`src/rtl/uart_rx_hex_display_pkg.sv`:
```
// Shared definitions for the RX-FIFO hex parser: ASCII bounds, FSM states,
// segment patterns and the byte classifier.
package uart_rx_hex_display_pkg;

    typedef enum logic {
        ST_IDLE   = 1'b0,
        ST_DECODE = 1'b1
    } state_e;

    typedef enum logic [1:0] {
        CLS_HEX    = 2'd0,
        CLS_IGNORE = 2'd1,
        CLS_CLEAR  = 2'd2,
        CLS_ERROR  = 2'd3
    } byte_class_e;

    localparam logic [7:0] ASCII_LF      = 8'h0A;
    localparam logic [7:0] ASCII_CR      = 8'h0D;
    localparam logic [7:0] ASCII_ESC     = 8'h1B;
    localparam logic [7:0] ASCII_0       = 8'h30;
    localparam logic [7:0] ASCII_9       = 8'h39;
    localparam logic [7:0] ASCII_UPPER_A = 8'h41;
    localparam logic [7:0] ASCII_UPPER_F = 8'h46;
    localparam logic [7:0] ASCII_LOWER_A = 8'h61;
    localparam logic [7:0] ASCII_LOWER_F = 8'h66;

    localparam logic [0:6] SEG_DASH  = 7'b1111110;
    localparam logic [0:6] SEG_BLANK = 7'b1111111;

    function automatic logic is_digit(input logic [7:0] b);
        return (b >= ASCII_0) && (b <= ASCII_9);
    endfunction

    function automatic logic is_letter(input logic [7:0] b);
        return ((b >= ASCII_UPPER_A) && (b <= ASCII_UPPER_F)) ||
               ((b >= ASCII_LOWER_A) && (b <= ASCII_LOWER_F));
    endfunction

    function automatic byte_class_e classify(input logic [7:0] b);
        if (is_digit(b) || is_letter(b)) return CLS_HEX;
        if ((b == ASCII_CR) || (b == ASCII_LF)) return CLS_IGNORE;
        if (b == ASCII_ESC) return CLS_CLEAR;
        return CLS_ERROR;
    endfunction

    // Letters of either case share the low nibble 1..6, so +9 gives A..F.
    function automatic logic [3:0] hex_nibble(input logic [7:0] b);
        if (is_digit(b)) return b[3:0];
        return 4'(b[3:0] + 4'd9);
    endfunction

endpackage

```
`src/rtl/uart_rx_hex_display_if.sv`:
```
// RX FIFO read port: head byte, empty flag and pop strobe.
interface uart_rx_hex_display_if;
    logic       rx_empty;
    logic [7:0] read_data;
    logic       read_uart;

    modport master (output rx_empty, output read_data, input read_uart);
    modport slave  (input rx_empty, input read_data, output read_uart);
endinterface

```
`src/rtl/uart_rx_hex_display_hex_to_7seg.sv`:
```
// Combinational nibble to active-low 7-segment pattern, bit order a..g.
module uart_rx_hex_display_hex_to_7seg (
    input  logic [3:0] nibble,
    output logic [0:6] seg
);

    always_comb begin
        unique case (nibble)
            4'h0: seg = 7'b0000001;
            4'h1: seg = 7'b1001111;
            4'h2: seg = 7'b0010010;
            4'h3: seg = 7'b0000110;
            4'h4: seg = 7'b1001100;
            4'h5: seg = 7'b0100100;
            4'h6: seg = 7'b0100000;
            4'h7: seg = 7'b0001111;
            4'h8: seg = 7'b0000000;
            4'h9: seg = 7'b0000100;
            4'hA: seg = 7'b0001000;
            4'hB: seg = 7'b1100000;
            4'hC: seg = 7'b0110001;
            4'hD: seg = 7'b1000010;
            4'hE: seg = 7'b0110000;
            4'hF: seg = 7'b0111000;
            default: seg = 7'b1111111;
        endcase
    end

endmodule

```
`src/rtl/uart_rx_hex_display.sv`:
```
// Pops RX FIFO bytes, shifts hex digits into a 16-bit value and shows it on a
// 4-digit multiplexed 7-segment display; non-hex bytes show dashes.
module uart_rx_hex_display
    import uart_rx_hex_display_pkg::*;
#(
    parameter int REFRESH_BITS = 18
) (
    input  logic                    clk_100MHz,
    input  logic                    reset,
    uart_rx_hex_display_if.slave    fifo,
    output logic [15:0]             value,
    output logic                    err,
    output logic [3:0]              an,
    output logic [0:6]              seg
);

    state_e                  state_q, state_d;
    logic [7:0]              byte_q, byte_d;
    logic [15:0]             value_q, value_d;
    logic                    err_q, err_d;
    logic [REFRESH_BITS-1:0] refresh_q, refresh_d;
    logic [3:0]              an_q, an_d;
    logic [0:6]              seg_q, seg_d;

    logic       pop;
    logic [1:0] sel;
    logic [3:0] digit;
    logic [0:6] seg_hex;

    assign pop = (state_q == ST_IDLE) & ~fifo.rx_empty & ~reset;
    assign sel = refresh_q[REFRESH_BITS-1 -: 2];

    always_comb begin
        unique case (sel)
            2'd0: digit = value_q[3:0];
            2'd1: digit = value_q[7:4];
            2'd2: digit = value_q[11:8];
            default: digit = value_q[15:12];
        endcase
    end

    uart_rx_hex_display_hex_to_7seg u_hex_to_7seg (
        .nibble (digit),
        .seg    (seg_hex)
    );

    always_comb begin
        state_d   = state_q;
        byte_d    = byte_q;
        value_d   = value_q;
        err_d     = err_q;
        refresh_d = refresh_q + REFRESH_BITS'(1);

        unique case (state_q)
            ST_IDLE: begin
                if (pop) begin
                    byte_d  = fifo.read_data;
                    state_d = ST_DECODE;
                end
            end
            ST_DECODE: begin
                state_d = ST_IDLE;
                unique case (classify(byte_q))
                    CLS_HEX: begin
                        value_d = {value_q[11:0], hex_nibble(byte_q)};
                        err_d   = 1'b0;
                    end
                    CLS_IGNORE: ;
                    CLS_CLEAR: begin
                        value_d = 16'h0000;
                        err_d   = 1'b0;
                    end
                    default: err_d = 1'b1;
                endcase
            end
            default: state_d = ST_IDLE;
        endcase

        unique case (sel)
            2'd0: an_d = 4'b1110;
            2'd1: an_d = 4'b1101;
            2'd2: an_d = 4'b1011;
            default: an_d = 4'b0111;
        endcase
        seg_d = err_q ? SEG_DASH : seg_hex;
    end

    // A reset while decoding drops byte_q; the pop already happened so the
    // byte is simply lost.
    always_ff @(posedge clk_100MHz) begin
        if (reset) begin
            state_q   <= ST_IDLE;
            byte_q    <= 8'h00;
            value_q   <= 16'h0000;
            err_q     <= 1'b0;
            refresh_q <= '0;
            an_q      <= 4'b1111;
            seg_q     <= SEG_BLANK;
        end else begin
            state_q   <= state_d;
            byte_q    <= byte_d;
            value_q   <= value_d;
            err_q     <= err_d;
            refresh_q <= refresh_d;
            an_q      <= an_d;
            seg_q     <= seg_d;
        end
    end

    assign fifo.read_uart = pop;
    assign value          = value_q;
    assign err            = err_q;
    assign an             = an_q;
    assign seg            = seg_q;

endmodule

```
`src/flat_wrapper.sv`:
```
// flat-port wrapper written by rule: the top's interface ports become plain ports
module uart_rx_hex_display_flat import uart_rx_hex_display_pkg::*;
#(
    parameter int REFRESH_BITS = 18
)
  (clk_100MHz, reset, value, err, an, seg, fifo_rx_empty, fifo_read_data, fifo_read_uart);
  uart_rx_hex_display_if fifo_i ();
  input  logic clk_100MHz;
  input  logic reset;
  output logic [15:0] value;
  output logic err;
  output logic [3:0] an;
  output logic [0:6] seg;
  input wire logic [$bits(fifo_i.rx_empty)-1:0] fifo_rx_empty;
  input wire logic [$bits(fifo_i.read_data)-1:0] fifo_read_data;
  output wire logic [$bits(fifo_i.read_uart)-1:0] fifo_read_uart;
  assign fifo_i.rx_empty = fifo_rx_empty;
  assign fifo_i.read_data = fifo_read_data;
  assign fifo_read_uart = fifo_i.read_uart;
  uart_rx_hex_display #(.REFRESH_BITS(REFRESH_BITS)) u_core (.clk_100MHz(clk_100MHz), .reset(reset), .fifo(fifo_i), .value(value), .err(err), .an(an), .seg(seg));
endmodule
```
`config.mk`:
```
export PLATFORM = sky130hd
export DESIGN_NAME = uart_rx_hex_display_flat
export DESIGN_NICKNAME = d
export VERILOG_FILES = /design/src/rtl/uart_rx_hex_display_pkg.sv /design/src/rtl/uart_rx_hex_display_if.sv /design/src/rtl/uart_rx_hex_display_hex_to_7seg.sv /design/src/rtl/uart_rx_hex_display.sv /design/src/flat_wrapper.sv
export SDC_FILE = /design/constraint.sdc
export NUM_CORES = 1
export LEC_CHECK = 0
export BUFFER_PORTS_ARGS = -buffer_cell sky130_fd_sc_hd__buf_2
export CAP_MARGIN = 20
export CORE_MARGIN = 3
export CORE_UTILIZATION = 50
export DETAILED_ROUTE_END_ITERATION = 16
export PLACE_DENSITY = 0.75
export SLEW_MARGIN = 25
export SYNTH_ARGS = -nofsm -noshare
export SYNTH_HDL_FRONTEND = slang
export SYNTH_SLANG_ARGS = --single-unit
```
`constraint.sdc`:
```
create_clock -name clk_100MHz -period 1.9 [get_ports clk_100MHz]
set_clock_uncertainty 0.15 [all_clocks]
set_input_delay 0.19 -clock clk_100MHz [delete_from_list [all_inputs] [get_ports clk_100MHz]]
set_output_delay 0.19 -clock clk_100MHz [all_outputs]
set_load 0.005 [all_outputs]
```
; ---- Yosys cells after proc, flatten, opt, wreduce, memory -nomap -nowiden
; Memory sizes are Yosys's and may differ from the RTL's.
; Index checks and enable logic that the tools add are counted.
[classes]
addsub = 2
n_mul = 0
div_mod_pow = 0
magnitude_cmp = 6
eq_ne = 7
shift = 0
muxes = 28
bitwise = 6
reduce_logical = 14
[op_table]
columns = op, count
row1 = case mux 16 bit (2 select lines), 1
row2 = case mux 4 bit (3 select lines), 2
row3 = "adder 18 x 1 -> 18 bit, second input constant", 1
row4 = "== test 8 x 4 -> 1 bit, second input constant", 2
row5 = "greater-or-equal comparator 8 x 7 -> 1 bit, second input constant", 2
row6 = "<= comparator 8 x 7 -> 1 bit, second input constant", 2
row7 = 2-to-1 mux 1 bit, 14
row8 = 2-to-1 mux 2 bit, 7
row9 = "== test 8 x 5 -> 1 bit, second input constant", 1
row10 = "greater-or-equal comparator 8 x 6 -> 1 bit, second input constant", 1
row11 = "<= comparator 8 x 6 -> 1 bit, second input constant", 1
row12 = 2-to-1 mux 4 bit, 2
row13 = AND reduction 2 bit, 3
row14 = "adder 4 bit, second input constant", 1
row15 = "== test 2 x 1 -> 1 bit, second input constant", 2
row16 = "== test 2 bit, second input constant", 2
row17 = logical NOT 2 bit, 2
row18 = inverter 1 bit, 4
row19 = case mux 1 bit (2 select lines), 2
row20 = OR reduction 2 bit, 2
row21 = logical AND 1 bit, 3
row22 = logical OR 1 bit, 3
row23 = bitwise AND 1 bit, 2
row24 = nonzero test 2 bit, 1
[word_totals]
ff_bits = 55
latchBits = 0
ramBits = 0
rom_bits = 112
input_bits = 11
out_inout_bits = 29
word_cells = 72
n_memories = 1
[mem_list]
columns = memory, words, word_bits, rd, rd_clocked_by_memory_dff, write_ports, line
row1 = (no name shown), 16, 7, 1, 0, 0, uart_rx_hex_display_hex_to_7seg.sv:8  ; unique case (nibble)

; ---- Logic depth before layout (Yosys ltp)
; Gate-level depths: netlist (run 1).
[logic_depth]
ltp_word = 20
mapped_depth = 8
ltp_nobuf = 7

; ---- Hierarchy
; Synthesis (run 1) repeated with hierarchy kept, for this count alone.
[hier_totals]
cells_unflattened = 313
hier_area_um2 = 2889.0
[modules_own_cells]
columns = mod, n_inst, cells_each, area_each_um2, seq_area_each_um2
row1 = uart_rx_hex_display, 1, 281, 2615.0, 1101.1
row2 = uart_rx_hex_display_hex_to_7seg, 1, 32, 274.0, 0.0

; ---- Worst setup path before layout (run 1)
; Ideal clock, no wire load.
[synth_timing]
path_type = reg-to-reg
start = register u_core.refresh_q[16]
end = register u_core.seg_q (netlist bit u_core.seg[3])
setup_time_ps = 135
arrival_time_ps = 1820
t_required_ps = 1615
setup_slack_ps = -205
stages_incl_launch_ff = 7
n_path_buf = 1
path_cell_list = dfxtp_1 buf_2 mux4_2 ha_1 mux2_1 nor4_1 a31oi_1
[synth_between]
elab_chain_cells = 3
word_cells_on_any_way = 5
cone_classes = eq/ne: 2 / mux: 1 / reduce/logical: 1 / memory: 1
[synth_rtl]
columns = element, line
row1 = from (decl), uart_rx_hex_display.sv:21  ; logic [REFRESH_BITS-1:0] refresh_q, refresh_d;
row2 = from (signal assigned), uart_rx_hex_display.sv:104  ; refresh_q <= refresh_d;
row3 = "== test 2 bit, or another cell as far along", uart_rx_hex_display.sv:34  ; unique case (sel)
row4 = case mux 4 bit (3 select lines) (*), uart_rx_hex_display.sv:34
row5 = memory read (16 x 7 bit) (*), --
row6 = to (signal assigned), uart_rx_hex_display.sv:106  ; seg_q <= seg_d;
row7 = to (decl), uart_rx_hex_display.sv:23  ; logic [0:6] seg_q, seg_d;
; Every way passes the cells marked *; elsewhere a longest branch is shown, timed or not.
; A chain may end at the register's enable or synchronous reset.

; ---- Worst setup path in the final report (run 1)
; Ends and elaborated chain as after synthesis.

==> results of run 1 <==
-- how the worst min path moves through the flow --
stage | startpoint | end | slack, ps | depth (start not counted)
after global placement | fifo_rx_empty | u_core.state_q | 220 | 2
after global routing | reset | u_core.state_q | 50 | 2
after floorplan | fifo_rx_empty | u_core.state_q | 120 | 1
after CTS | reset | u_core.state_q | 40 | 2
after detailed placement | fifo_rx_empty | u_core.state_q | 230 | 2
final | reset | u_core.state_q | 50 | 2
-- what timing repair did --
| item | in CTS | in global routing |
|---|---|---|
| endpoints found under the setup margin | 23 | 23 |
| resized for setup | 22 | 21 |
| hold buffers | 9 | 0 |
| gates cloned | 1 | 0 |
| hold endpoints to repair | 9 | 0 |
| pin swaps | 13 | 9 |
| buffers inserted | 3 | 7 |
-- cells in the final DEF, fill, tap and decap left out, types with 5 or more instances in the layout --
cell type / count
nand3_1: 11
buf_2: 39
nand2_1: 29
ha_4: 5
buf_4: 43
xnor2_1: 5
buf_6: 5
nor2_1: 26
clkbuf_8: 6
o21ai_1: 7
xor2_1: 11
dlygate4sd3_1: 9
a22o_1: 15
dfxtp_1: 51
-- critical path: stages (launching register included) --
cell,delay (ps)
dfxtp_4,390
mux4_2,600
ha_4,200
mux2_4,270
nor4_2,130
a31oi_1,70
-- flip-flops by register name, indices dropped and copies added (netlist names) --
signal,count
u_core.value,16
u_core.refresh_q,18
u_core.err,1
u_core.state_q,1
u_core.seg,7
u_core.an,4
u_core.byte_q,8
-- routing by layer --
layer	track usage [%]	routed length [um]
met1	26.6	2740
met2	33.5	2970
met3	3.30	295
met4	10.1	142
met5	0	0
-- power by group through the flow --
stage / Clock, uW / Sequential, uW / Combinational, uW
6_report: 809 / 1220 / 304
5_1_grt: 863 / 1220 / 329
4_1_cts: 815 / 1210 / 271
3_5_place_dp: 0 / 1240 / 232
3_3_place_gp: 0 / 1240 / 227
2_1_floorplan: 0 / 1240 / 139
-- synthesized netlist by cell type, drive strengths merged (3+ instances only) --
library cell	number	area, um2
dfxtp	55	1100
nand2	29	109
nor2	29	109
a22o	15	131
ha	11	138
nand3	11	55.1
xor2	11	96.3
o21ai	10	50.1
a21oi	7	35.0
inv	7	26.3
buf	6	55.1
clkbuf	6	22.5
o31ai	5	42.5
xnor2	5	43.8
mux4	4	90.1
nor3	4	20.0
and3	3	18.8
mux2	3	33.8
nand4	3	18.8
or3	3	18.8
-- final cells by class --
cell class / instances / area, um2
inverters: 7 / 33.8
multi-input cells: 180 / 1450
clock buffers: 6 / 82.6
clock inverters: 2 / 35.0
fillers: 292 / 1080
well taps: 65 / 81.3
flip-flops and latches: 55 / 1110
repair buffers: 96 / 664
-- through the flow --
step / power [uW] / cells / worst slack (ps)
6_report: 2330 / 411 / -32.2
5_1_grt: 2410 / 411 / -90.9
4_1_cts: 2300 / 404 / -39.4
3_5_place_dp: 1470 / 383 / -240
3_3_place_gp: 1460 / 383 / -218
2_1_floorplan: 1380 / 253 / -77.2
-- logic make-up (layout without fill, tap and decap cells) --
group / count (synthesis) / count (layout) / share of synthesized area, %
flip-flops: 55 / 55 / 45.1
multiplexers: 8 / 8 / 5.48
XOR/XNOR: 16 / 16 / 5.74
buffers and inverters: 19 / 111 / 4.25
AND/OR/NAND/NOR: 94 / 94 / 18.6
adder cells (fa/ha/maj): 11 / 11 / 5.64
AO/OA/AOI/OAI: 50 / 51 / 15.2
==> metrics, run 1 <==
number of synthesized register bits 55; core area 0.00453 mm2; Area after DPL 0.00298 mm2; Post-DRT Antenna Nets 0; drt drc 0; YS warnings 0; setup_tns -108 ps; Reg-to-Reg Start u_core.refresh_q[16]; r2r setup slk -30 ps; Synth Flop Type dfxtp_1; boundary pin count 40; Die X 75.9 um; Setup CP Type flip-flop to flip-flop; clock power share between 30% and 40%; Worst Hold Slack 51.0 ps; crit path to u_core.seg[3]; Die ar. between 0.005 and 0.006 mm2; initial antenna violation count 0; Clk pin slew, worst setup/hold paths 100 ps; Max FO, Critical Path 4; share of cells above drive strength 1 39.9%; Worst Path Required around 1900 ps; combinational share of power a little over an eighth; vias per cell around 5.4; Worst setup SP type flip-flop; Mapped Cells roughly 250; final setup vio count 13; Starting DRT DRC Count ~110; outcome finished, violations left; Leak 0.00143 uW; Die H 75.9 um; Hold Path Class input port to flip-flop; drt pass-1 iters 4; CP arrival 1970 ps; R2R cell count 5; # H-tree levels 2; Post-Syn Area ~0.0024 mm2; Pins Over Slew Limit 0; num rows 24; Syn-to-layout area delta 41.3%; switching part of the total power 24.0%; Rel. slew slack between 70% and 80%; fmax ~520 MHz; vias ~2200; actual slew at the worst max-slew pin slightly below 400 ps; vias in the first global route around 2000; Pwr Density about 670 mW/mm2; # diodes 0; Max-cap violations 0; switching power of the nets approximately 560 uW; clk sinks 55; CP Launch Point u_core.refresh_q[16]; Final Hold Viols 0; failing checks negative setup slack; Seq pwr share a little over half; routability cong. around 0.82; RR Endpoint u_core.seg[3]; register area share after synthesis 45.1%; Critical Path Sink Type flip-flop; detailed placer's ending HPWL roughly 3700 um; CTS tree built; worst-skew pair later-pin latency ~320 ps; RSZ-0062 raised after global routing true; CTS root buf clkbuf_8; final WL ~6000 um; Syn Nets between 200 and 300; Final WS setup -32.2 ps; first-pass GRT wire length 9020 um; Inserted Clock Buffers 5; Post-synth EDFFs 0; wire per inst approximately 15 um; grt ovf 0; pin count of the biggest net entering global routing 18; Port-buffer cells 39; fin crit share 102%; clk buf depth 2; Internal Power around 1800 uW; Finished Core Util about three quarters; final worst path period need 1930 ps; Async SR Flop Fraction 0%; GRT Total Usage 20.6%; initial core utilization a little over half; Nets 367; Syn Area/Cell just under 10 um2; maximum vdd drop 0.000428 V; design area around 0.0035 mm2; number of library cell types mapped by synthesis 47
Power figures use the tool's default switching activity.
==> inputs of run 2 (changes only) <==
- CTS_BUF_LIST: not set -> sky130_fd_sc_hd__clkbuf_4
==> metrics, run 2 (synthesis results as in run 1) <==
fin crit share 103%; Worst Path Required approximately 2100 ps; Pins Over Slew Limit 0; Hold Path Class input port to flip-flop; Leak 0.00144 uW; first-pass GRT wire length 9050 um; vias 2207; Setup CP Type flip-flop to flip-flop; worst-skew pair later-pin latency 390 ps; grt ovf 0; RSZ-0062 raised after global routing true; # diodes 0; initial core utilization a little over half; Worst setup SP type flip-flop; # H-tree levels 2; CTS tree built; maximum vdd drop between 0.0004 and 0.0005 V; commonest non-fill, non-tap cell in the layout dfxtp_1; max reg flops 18; Die ar. about 0.0058 mm2; final setup vio count 18; core area between 0.004 and 0.005 mm2; Largest Register u_core.refresh_q; share of cells above drive strength 1 a little under two fifths; Finished Core Util between 70% and 80%; Inserted Clock Buffers 5; Max-cap violations 0; Port-buffer cells 39; Critical Path Sink Type flip-flop; Starting DRT DRC Count 84; GRT Total Usage between 20% and 30%; detailed placer's ending HPWL 3700 um; final WL roughly 6000 um; vias in the first global route 2009; Rel. slew slack ~74%; fmax around 510 MHz; CP arrival 2140 ps; most frequent cells in the layout dfxtp_1, buf_4, buf_2; Final Hold Viols 0; vias per cell roughly 5.3; drt pass-1 iters 4; setup_tns -690 ps; Nets 370; final cell count without fillers approximately 410; clk sinks 55; drt drc 0; Post-DRT Antenna Nets 0; clk buf depth 2; Pwr Density 626 mW/mm2; failing checks negative setup slack; wire per inst ~14 um; pin count of the biggest net entering global routing 18; Syn-to-layout area delta 41.2%; routability cong. approximately 0.82; CTS root buf clkbuf_4; initial antenna violation count 0; Placed Cells around 380; outcome finished, violations left; Die X between 70 and 80 um; boundary pin count 40; actual slew at the worst max-slew pin 384 ps; Die H roughly 76 um; Max FO, Critical Path 7; final worst path period need 1950 ps; Clk pin slew, worst setup/hold paths 150 ps; num rows 24; Final WS setup -54.4 ps
[run 2: cell types whose count changed in the layout (fill, tap and decap cells not counted), sizes merged]
cell,before,now
dlygate4sd3,9,13
buf,87,86
clkbuf,6,5
clkinv,1,2
[run 2: final cells by class]
type	instances	area, um2
Multi-Input combinational cell	180	1440
Tap cell	65	81.3
Fill cell	297	1090
Clock buffer	5	37.5
Timing Repair Buffer	99	714
Sequential cell	55	1110
Clock inverter	3	38.8
Inverter	7	31.3
[run 2: worst paths after layout]
check                       from                  end  depth (start not counted)  slack, ps
min reg2reg  u_core.refresh_q[0]  u_core.refresh_q[0]                          1        310
min                        reset  u_core.refresh_q[6]                          3        170
max reg2reg     u_core.byte_q[7]      u_core.value[5]                          6        -50
max             u_core.byte_q[7]      u_core.value[5]                          6        -50
[run 2: per-layer routing]
metal / vias up / wire (um) / GRT usage (%)
li1: 1092 / - / -
met4: 0 / 145 / 9.71
met5: - / 0 / 0
met2: 61 / 3020 / 34.4
met3: 11 / 271 / 3.30
met1: 1043 / 2520 / 26.5
[run 2: what timing repair did]
action,CTS,global route
gates resized for setup,20,17
setup endpoints to repair,23,22
setup buffers,3,6
gates cloned,1,0
pin swaps,15,6
hold buffers,13,0
hold endpoints to repair,9,0
[run 2: power by group]
group / switching (uW) / internal, uW
combinational: 151 / 160
sequential: 27.1 / 1190
clock: 359 / 271
[run 2: stage by stage]
step	area [um2]	total power, uW	worst slack [ps]	hold slack [ps]
finish	3450	2160	-54.4	173
global route	3450	2250	-123	177
CTS	3300	2130	-55.5	143
detailed placement	2980	1470	-240	225
global placement	2980	1460	-218	220
floorplan	2500	1380	-77.2	117
[run 2: critical path, stage by stage (launching register included)]
cell	delay [ps]
dfxtp_2	350
or4b_4	540
o21ai_4	160
o31ai_4	130
nor3b_4	280
buf_6	170
a22o_1	120
